[src/rtl/operand_fetch_pkg.sv]
// Shared definitions for the operand-fetch stage: register-file geometry,
// the captured operand bundle, and the operand-select helper.
package operand_fetch_pkg;

    localparam int NUM_REGS  = 32;
    localparam int REG_IDX_W = 5;
    localparam int DATA_W    = 32;
    localparam logic [REG_IDX_W-1:0] REG_ZERO = '0;

    typedef logic [REG_IDX_W-1:0] reg_idx_t;
    typedef logic [DATA_W-1:0]    data_t;

    typedef struct packed {
        data_t    a;
        data_t    b;
        reg_idx_t rd;
        logic     rd_we;
    } bundle_t;

    // Register 0 is hard-wired to zero; otherwise the in-flight write-back wins over the stale read.
    function automatic data_t select_operand(input reg_idx_t idx,
                                             input logic     bypass_hit,
                                             input data_t    wb_data,
                                             input data_t    rf_data);
        if (idx == REG_ZERO) return '0;
        if (bypass_hit)      return wb_data;
        return rf_data;
    endfunction

endpackage

[src/rtl/operand_fetch_scoreboard.sv]
// Pending-write scoreboard: one bit per architectural register, set when a
// writer issues and cleared when its write-back is observed.
module of_scoreboard
    import operand_fetch_pkg::*;
(
    input  logic                 clock,
    input  logic                 reset,
    input  logic                 set_en,
    input  logic [REG_IDX_W-1:0] set_idx,
    input  logic                 clr_en,
    input  logic [REG_IDX_W-1:0] clr_idx,
    input  logic [REG_IDX_W-1:0] lookup_rs,
    input  logic [REG_IDX_W-1:0] lookup_rt,
    input  logic [REG_IDX_W-1:0] lookup_rd,
    output logic                 pend_rs,
    output logic                 pend_rt,
    output logic                 pend_rd
);

    logic [NUM_REGS-1:0] pending_q;
    logic [NUM_REGS-1:0] pending_d;

    // NOTE: every signal assigned in always_comb gets a default first, so no path can infer a latch.
    always_comb begin
        pending_d = pending_q;
        if (clr_en && clr_idx != REG_ZERO) pending_d[clr_idx] = 1'b0;
        // Applied after the clear so a new writer outranks a retiring one on the same index.
        if (set_en && set_idx != REG_ZERO) pending_d[set_idx] = 1'b1;
    end

    // NOTE: sequential state uses non-blocking assignments only, so every flop samples pre-edge values.
    always_ff @(posedge clock) begin
        if (reset) pending_q <= '0;
        else       pending_q <= pending_d;
    end

    assign pend_rs = pending_q[lookup_rs];
    assign pend_rt = pending_q[lookup_rt];
    assign pend_rd = pending_q[lookup_rd];

endmodule

[src/rtl/operand_fetch.sv]
// Operand-fetch stage: stalls on scoreboard hazards, optionally forwards the
// write-back value, and registers the operand bundle for the execute stage.
module operand_fetch
    import operand_fetch_pkg::*;
#(
    parameter bit BYPASS = 1'b1
) (
    input  logic                 clock,
    input  logic                 reset,
    input  logic                 in_valid,
    output logic                 in_ready,
    input  logic [REG_IDX_W-1:0] in_rs,
    input  logic [REG_IDX_W-1:0] in_rt,
    input  logic [REG_IDX_W-1:0] in_rd,
    input  logic                 in_rd_we,
    output logic [REG_IDX_W-1:0] rf_rs,
    output logic [REG_IDX_W-1:0] rf_rt,
    input  logic [DATA_W-1:0]    rf_saidaA,
    input  logic [DATA_W-1:0]    rf_saidaB,
    input  logic                 wb_wr,
    input  logic [REG_IDX_W-1:0] wb_controle,
    input  logic [DATA_W-1:0]    wb_entrada,
    output logic                 out_valid,
    input  logic                 out_ready,
    output logic [DATA_W-1:0]    out_a,
    output logic [DATA_W-1:0]    out_b,
    output logic [REG_IDX_W-1:0] out_rd,
    output logic                 out_rd_we
);

    logic    pend_rs, pend_rt, pend_rd;
    logic    rs_nz, rt_nz, rd_nz;
    logic    byp_rs, byp_rt;
    logic    hazard, accept, sb_set;
    logic    out_valid_q, out_valid_d;
    bundle_t bundle_q, bundle_d;

    assign rf_rs = in_rs;
    assign rf_rt = in_rt;

    of_scoreboard u_scoreboard (
        .clock     (clock),
        .reset     (reset),
        .set_en    (sb_set),
        .set_idx   (in_rd),
        .clr_en    (wb_wr),
        .clr_idx   (wb_controle),
        .lookup_rs (in_rs),
        .lookup_rt (in_rt),
        .lookup_rd (in_rd),
        .pend_rs   (pend_rs),
        .pend_rt   (pend_rt),
        .pend_rd   (pend_rd)
    );

    always_comb begin
        rs_nz  = (in_rs != REG_ZERO);
        rt_nz  = (in_rt != REG_ZERO);
        rd_nz  = (in_rd != REG_ZERO);
        // A write-back to index 0 never matches a non-zero source, so it is never forwarded.
        byp_rs = BYPASS && wb_wr && (wb_controle == in_rs) && rs_nz;
        byp_rt = BYPASS && wb_wr && (wb_controle == in_rt) && rt_nz;

        // WAW is never waived: the older write must retire before a new owner claims the register.
        hazard = in_valid && ((pend_rs && rs_nz && !byp_rs) ||
                              (pend_rt && rt_nz && !byp_rt) ||
                              (pend_rd && in_rd_we && rd_nz));

        in_ready = !reset && !hazard && (!out_valid_q || out_ready);
        accept   = in_valid && in_ready;
        sb_set   = accept && in_rd_we && rd_nz;

        bundle_d    = bundle_q;
        out_valid_d = out_valid_q;
        if (accept) begin
            bundle_d.a     = select_operand(in_rs, byp_rs, wb_entrada, rf_saidaA);
            bundle_d.b     = select_operand(in_rt, byp_rt, wb_entrada, rf_saidaB);
            bundle_d.rd    = in_rd;
            bundle_d.rd_we = in_rd_we;
            out_valid_d    = 1'b1;
        end else if (out_ready) begin
            out_valid_d = 1'b0;
        end
    end

    // NOTE: these are plain control/data flops, so they are reset; a large storage array would not be.
    always_ff @(posedge clock) begin
        if (reset) begin
            out_valid_q <= 1'b0;
            bundle_q    <= '0;
        end else begin
            out_valid_q <= out_valid_d;
            bundle_q    <= bundle_d;
        end
    end

    assign out_valid = out_valid_q;
    assign out_a     = bundle_q.a;
    assign out_b     = bundle_q.b;
    assign out_rd    = bundle_q.rd;
    assign out_rd_we = bundle_q.rd_we;

endmodule
[config.mk]
export PLATFORM = sky130hd
export DESIGN_NAME = operand_fetch
export DESIGN_NICKNAME = d
export VERILOG_FILES = /design/src/rtl/operand_fetch_pkg.sv /design/src/rtl/operand_fetch_scoreboard.sv /design/src/rtl/operand_fetch.sv
export SDC_FILE = /design/constraint.sdc
export NUM_CORES = 1
export LEC_CHECK = 0
export CAP_MARGIN = 10
export CORE_ASPECT_RATIO = 1.1
export CORE_MARGIN = 4
export CORE_UTILIZATION = 30
export DETAILED_ROUTE_END_ITERATION = 10
export HOLD_SLACK_MARGIN = 0.05
export PLACE_DENSITY = 0.57
export SYNTH_ARGS = -nofsm -noshare
export SYNTH_HDL_FRONTEND = slang
export SYNTH_SLANG_ARGS = --single-unit
[constraint.sdc]
create_clock -name clock -period 4.76 [get_ports clock]
set_clock_uncertainty 0.1 [all_clocks]
set_input_delay 0.476 -clock clock [delete_from_list [all_inputs] [get_ports clock]]
set_output_delay 0.476 -clock clock [all_outputs]
set_load 0.005 [all_outputs]
==> results.yml <==
synthesis:
  yosysWarnings: 0
  yosysSeqAreaShare: 0.3272
  synth_area_sq_um: 6301
  synth_top_family_by_area: "compound AO/OA/AOI/OAI gates"
  synthFlopType: "dfxtp_1"
  synthDistinctLibCells: 47
  syn-mean-instance-area_sq_um: 8.976
  synth_fp_nets: 824
  synth_compound_area_frac: 0.2180
  synth_fa_ha_area_frac: 0
  synth-edff-count: 0
  synthSimpleGateAreaFrac: 0.1849
  synth.area.mux_share: 0.1892
  synthesis.instances: 702
  async_flop_share: 0
  synth_xor_area_frac: 0.01390
  ys_ff_latch: 103
clock_network:
  cts_tree: "yes"
  ctsLongestPathBuffers: 2
  cts_max_level: 3
  cts-root-buf: "clkbuf_16"
  clk_pin_slew_ps: 70
  clkLatencyLatePin_ps: 350
  post_cts_buffers: 0
  clkSinkCount: 103
  cts_made_buffers: 9
  cts_resized: 0
  postCtsHoldBufs: 0
sta:
  rsz0062_at_grt: "false"
  min_period_ps: 4110
  tns_ps: 0
  setup_viol: 0
  hold_slack_ps: 391.8
  max_freq_mhz: 243.3
  tightestPinTransition_ps: 930.5
  post-route-period-util: 0.8634
  finalMaxSlewViolations: 0
  finalHoldViolCount: 0
  slew_headroom: 0.3796
die:
  core-area_sq_um: 20640
  die_x_um: 146.2
  start_util: 0.3052
  rows: 55
  dieHeight_um: 160
  io_pins: 204
  die_area_sq_um: 23390
worst_setup_path:
  critical_path_class: "in -> out"
  cp_cell_sequence: "clkdlybuf4s50_1 > mux4_2 > o31ai_1 > a211oi_1 > o21bai_1 > o211ai_1 > a21boi_0 > clkdlybuf4s50_1"
  cp_slowest_cell: "clkdlybuf4s50_1"
  startpoint_type: "input pin"
  worstReg2RegStart: "u_scoreboard.pending_q[17]"
  cp_common_cell: "clkdlybuf4s50_1"
  crit_path_end_kind: "output pin"
  required_ps: 4180
  r2r_cells: 8
  path_buf_inv: 2
  startpoint: "in_rs[0]"
  cp_top_family: "buffers and inverters"
  cp_slowest_stage_delay_ps: 890
  cp.arrival_ps: 3530
  crit_fanout: 11
  worst-path-stages: 8
power:
  ir_drop_uv: 148.6
  powerDensity_nw_per_um2: 254.2
  leakage_nw: 2.813
global_route:
  overflow: 0
  grt_max_degree: 71
  first_global_vias: 5857
  grt.total_usage: 0.1932
  grt_pass1_wl_mm: 35.54
  grt_antenna_before_repair: 0
run:
  cap_violations: 0
drt:
  finalWirelength_mm: 23.12
  drc: 0
  drtPass1Iterations: 5
  vias: 5979
  vias_per_cell: 5.411
  ant_nets: 0
  detail_route.iter0.violations: 479
  wl_per_cell_um: 20.93
status:
  status: "completed"
place:
  place_congestion: 0.9405
  dp_hpwl_mm: 15.88
  port_buffers: 203
final_layout:
  drive_above_1_share: 0.06832
  diodes: 0
  fillers: 2085
  area_growth_syn_to_layout_pct: 37.65
  final_nets: 966
hold_path:
  hp-class: "reg -> reg"
  hp-start: "out_rd[3]"
  whs_path_depth: 2
[power by group]
| group | switching, mW | internal (mW) |
|---|---|---|
| logic | 0.200 | 0.218 |
| clock network | 0.348 | 0.530 |
| registers | 0.0158 | 0.893 |
| total | 0.564 | 1.64 |
[layout by cell type (no fill, tap or decap), types with 11 or more instances in the layout]
cell type and count:
clkdlybuf4s50_1 202, dfxtp_1 103, mux2i_1 73, mux4_2 19, nand2_1 30, nand3_1 18, nand3b_1 21, nor2_1 11
nor2b_1 89, o21ai_0 87, o31ai_1 97
[flip-flops by register name, summed over array words and instances, names as in the netlist]
name and cells:
out_rd_we 1, out_a 32, out_valid 1, out_rd 5, u_scoreboard.pending_q 32, out_b 32
[cell families after synthesis]
group           after synthesis
compound gates              212
xor+xnor                     10
buf+inv                      84
flops                       103
mux                          95
simple gates                198
[worst paths after layout]
path	end	slack (ps)
hold / removal	out_rd[3]	390
setup / recovery	in_ready	650
setup reg to reg	u_scoreboard.pending_q[10]	1910
hold reg to reg	out_rd[3]	390
[synth_stat cells, types with 2 or more instances]
library cell  count  area (sq um)
clkbuf_1         53         198.9
nor2_1           11         41.29
dfxtp_1         103          2062
nand3_1          18         90.09
buf_2             8         40.04
nand2_1          31         116.4
and3_1            2         12.51
nand2b_1          5         31.28
o31ai_1          97         728.2
and2_1            5         31.28
a22oi_1           3         22.52
nor4_1            3         18.77
or2_2             2         12.51
nor3b_1           5         37.54
o22ai_1           2         12.51
buf_4            13         97.59
xor2_1            8         70.07
nand3b_1         21         157.7
buf_6             6         67.56
xnor2_1           2         17.52
mux4_2           19         427.9
a32oi_1           2         17.52
mux2_2            3         33.78
mux2i_1          73         730.7
o21ai_0          87         435.4
a21oi_1           9         45.04
inv_1             3         11.26
nor2b_1          89         556.8
[through the flow]
| stage | power, mW | setup slack [ps] | cell area, sq um | util | cells |
|---|---|---|---|---|---|
| final | 2.205 | 650.0 | 8673 | 0.4201 | 1105 |
| after global routing | 2.296 | 356.5 | 8673 | 0.4201 | 1105 |
| after CTS | 2.226 | 623.2 | 8673 | 0.4201 | 1105 |
| after detailed placement | 1.348 | 621.8 | 8327 | 0.4033 | 1089 |
| after global placement | 1.350 | 639.3 | 8327 | 0.4033 | 1089 |
| after floorplan | 1.119 | 1904 | 6301 | - | 702 |
[per-layer routing]
layer | vias to the layer above | share of wire | wire length, um | GRT usage
li1 | 2868 | - | - | -
met1 | 2817 | 0.42 | 9764 | 0.2493
met2 | 259 | 0.45 | 10390 | 0.2986
met3 | 35 | 0.11 | 2459 | 0.07208
met4 | 0 | 0.022 | 514 | 0.06544
met5 | - | 0 | 0 | 0
[cell type report]
type,instances,area [sq um],share of cell area
inverter,3,11.26,0.001298
tap,256,320.3,0.03693
clock buffer,11,242.7,0.02799
clock inverter,5,103.9,0.01197
multi-input combinational,515,3824,0.4409
sequential,103,2062,0.2377
timing repair buffer,212,2110,0.2432
[worst register-to-register path, stage by stage, from the launching register on]
cell and delay, ps:
dfxtp_1 390, mux4_2 470, o31ai_1 200, a211oi_1 70
o21bai_1 340, o211a_4 280, nand2_4 270, buf_12 320
o31ai_1 310
Power figures use the tool's default switching activity.
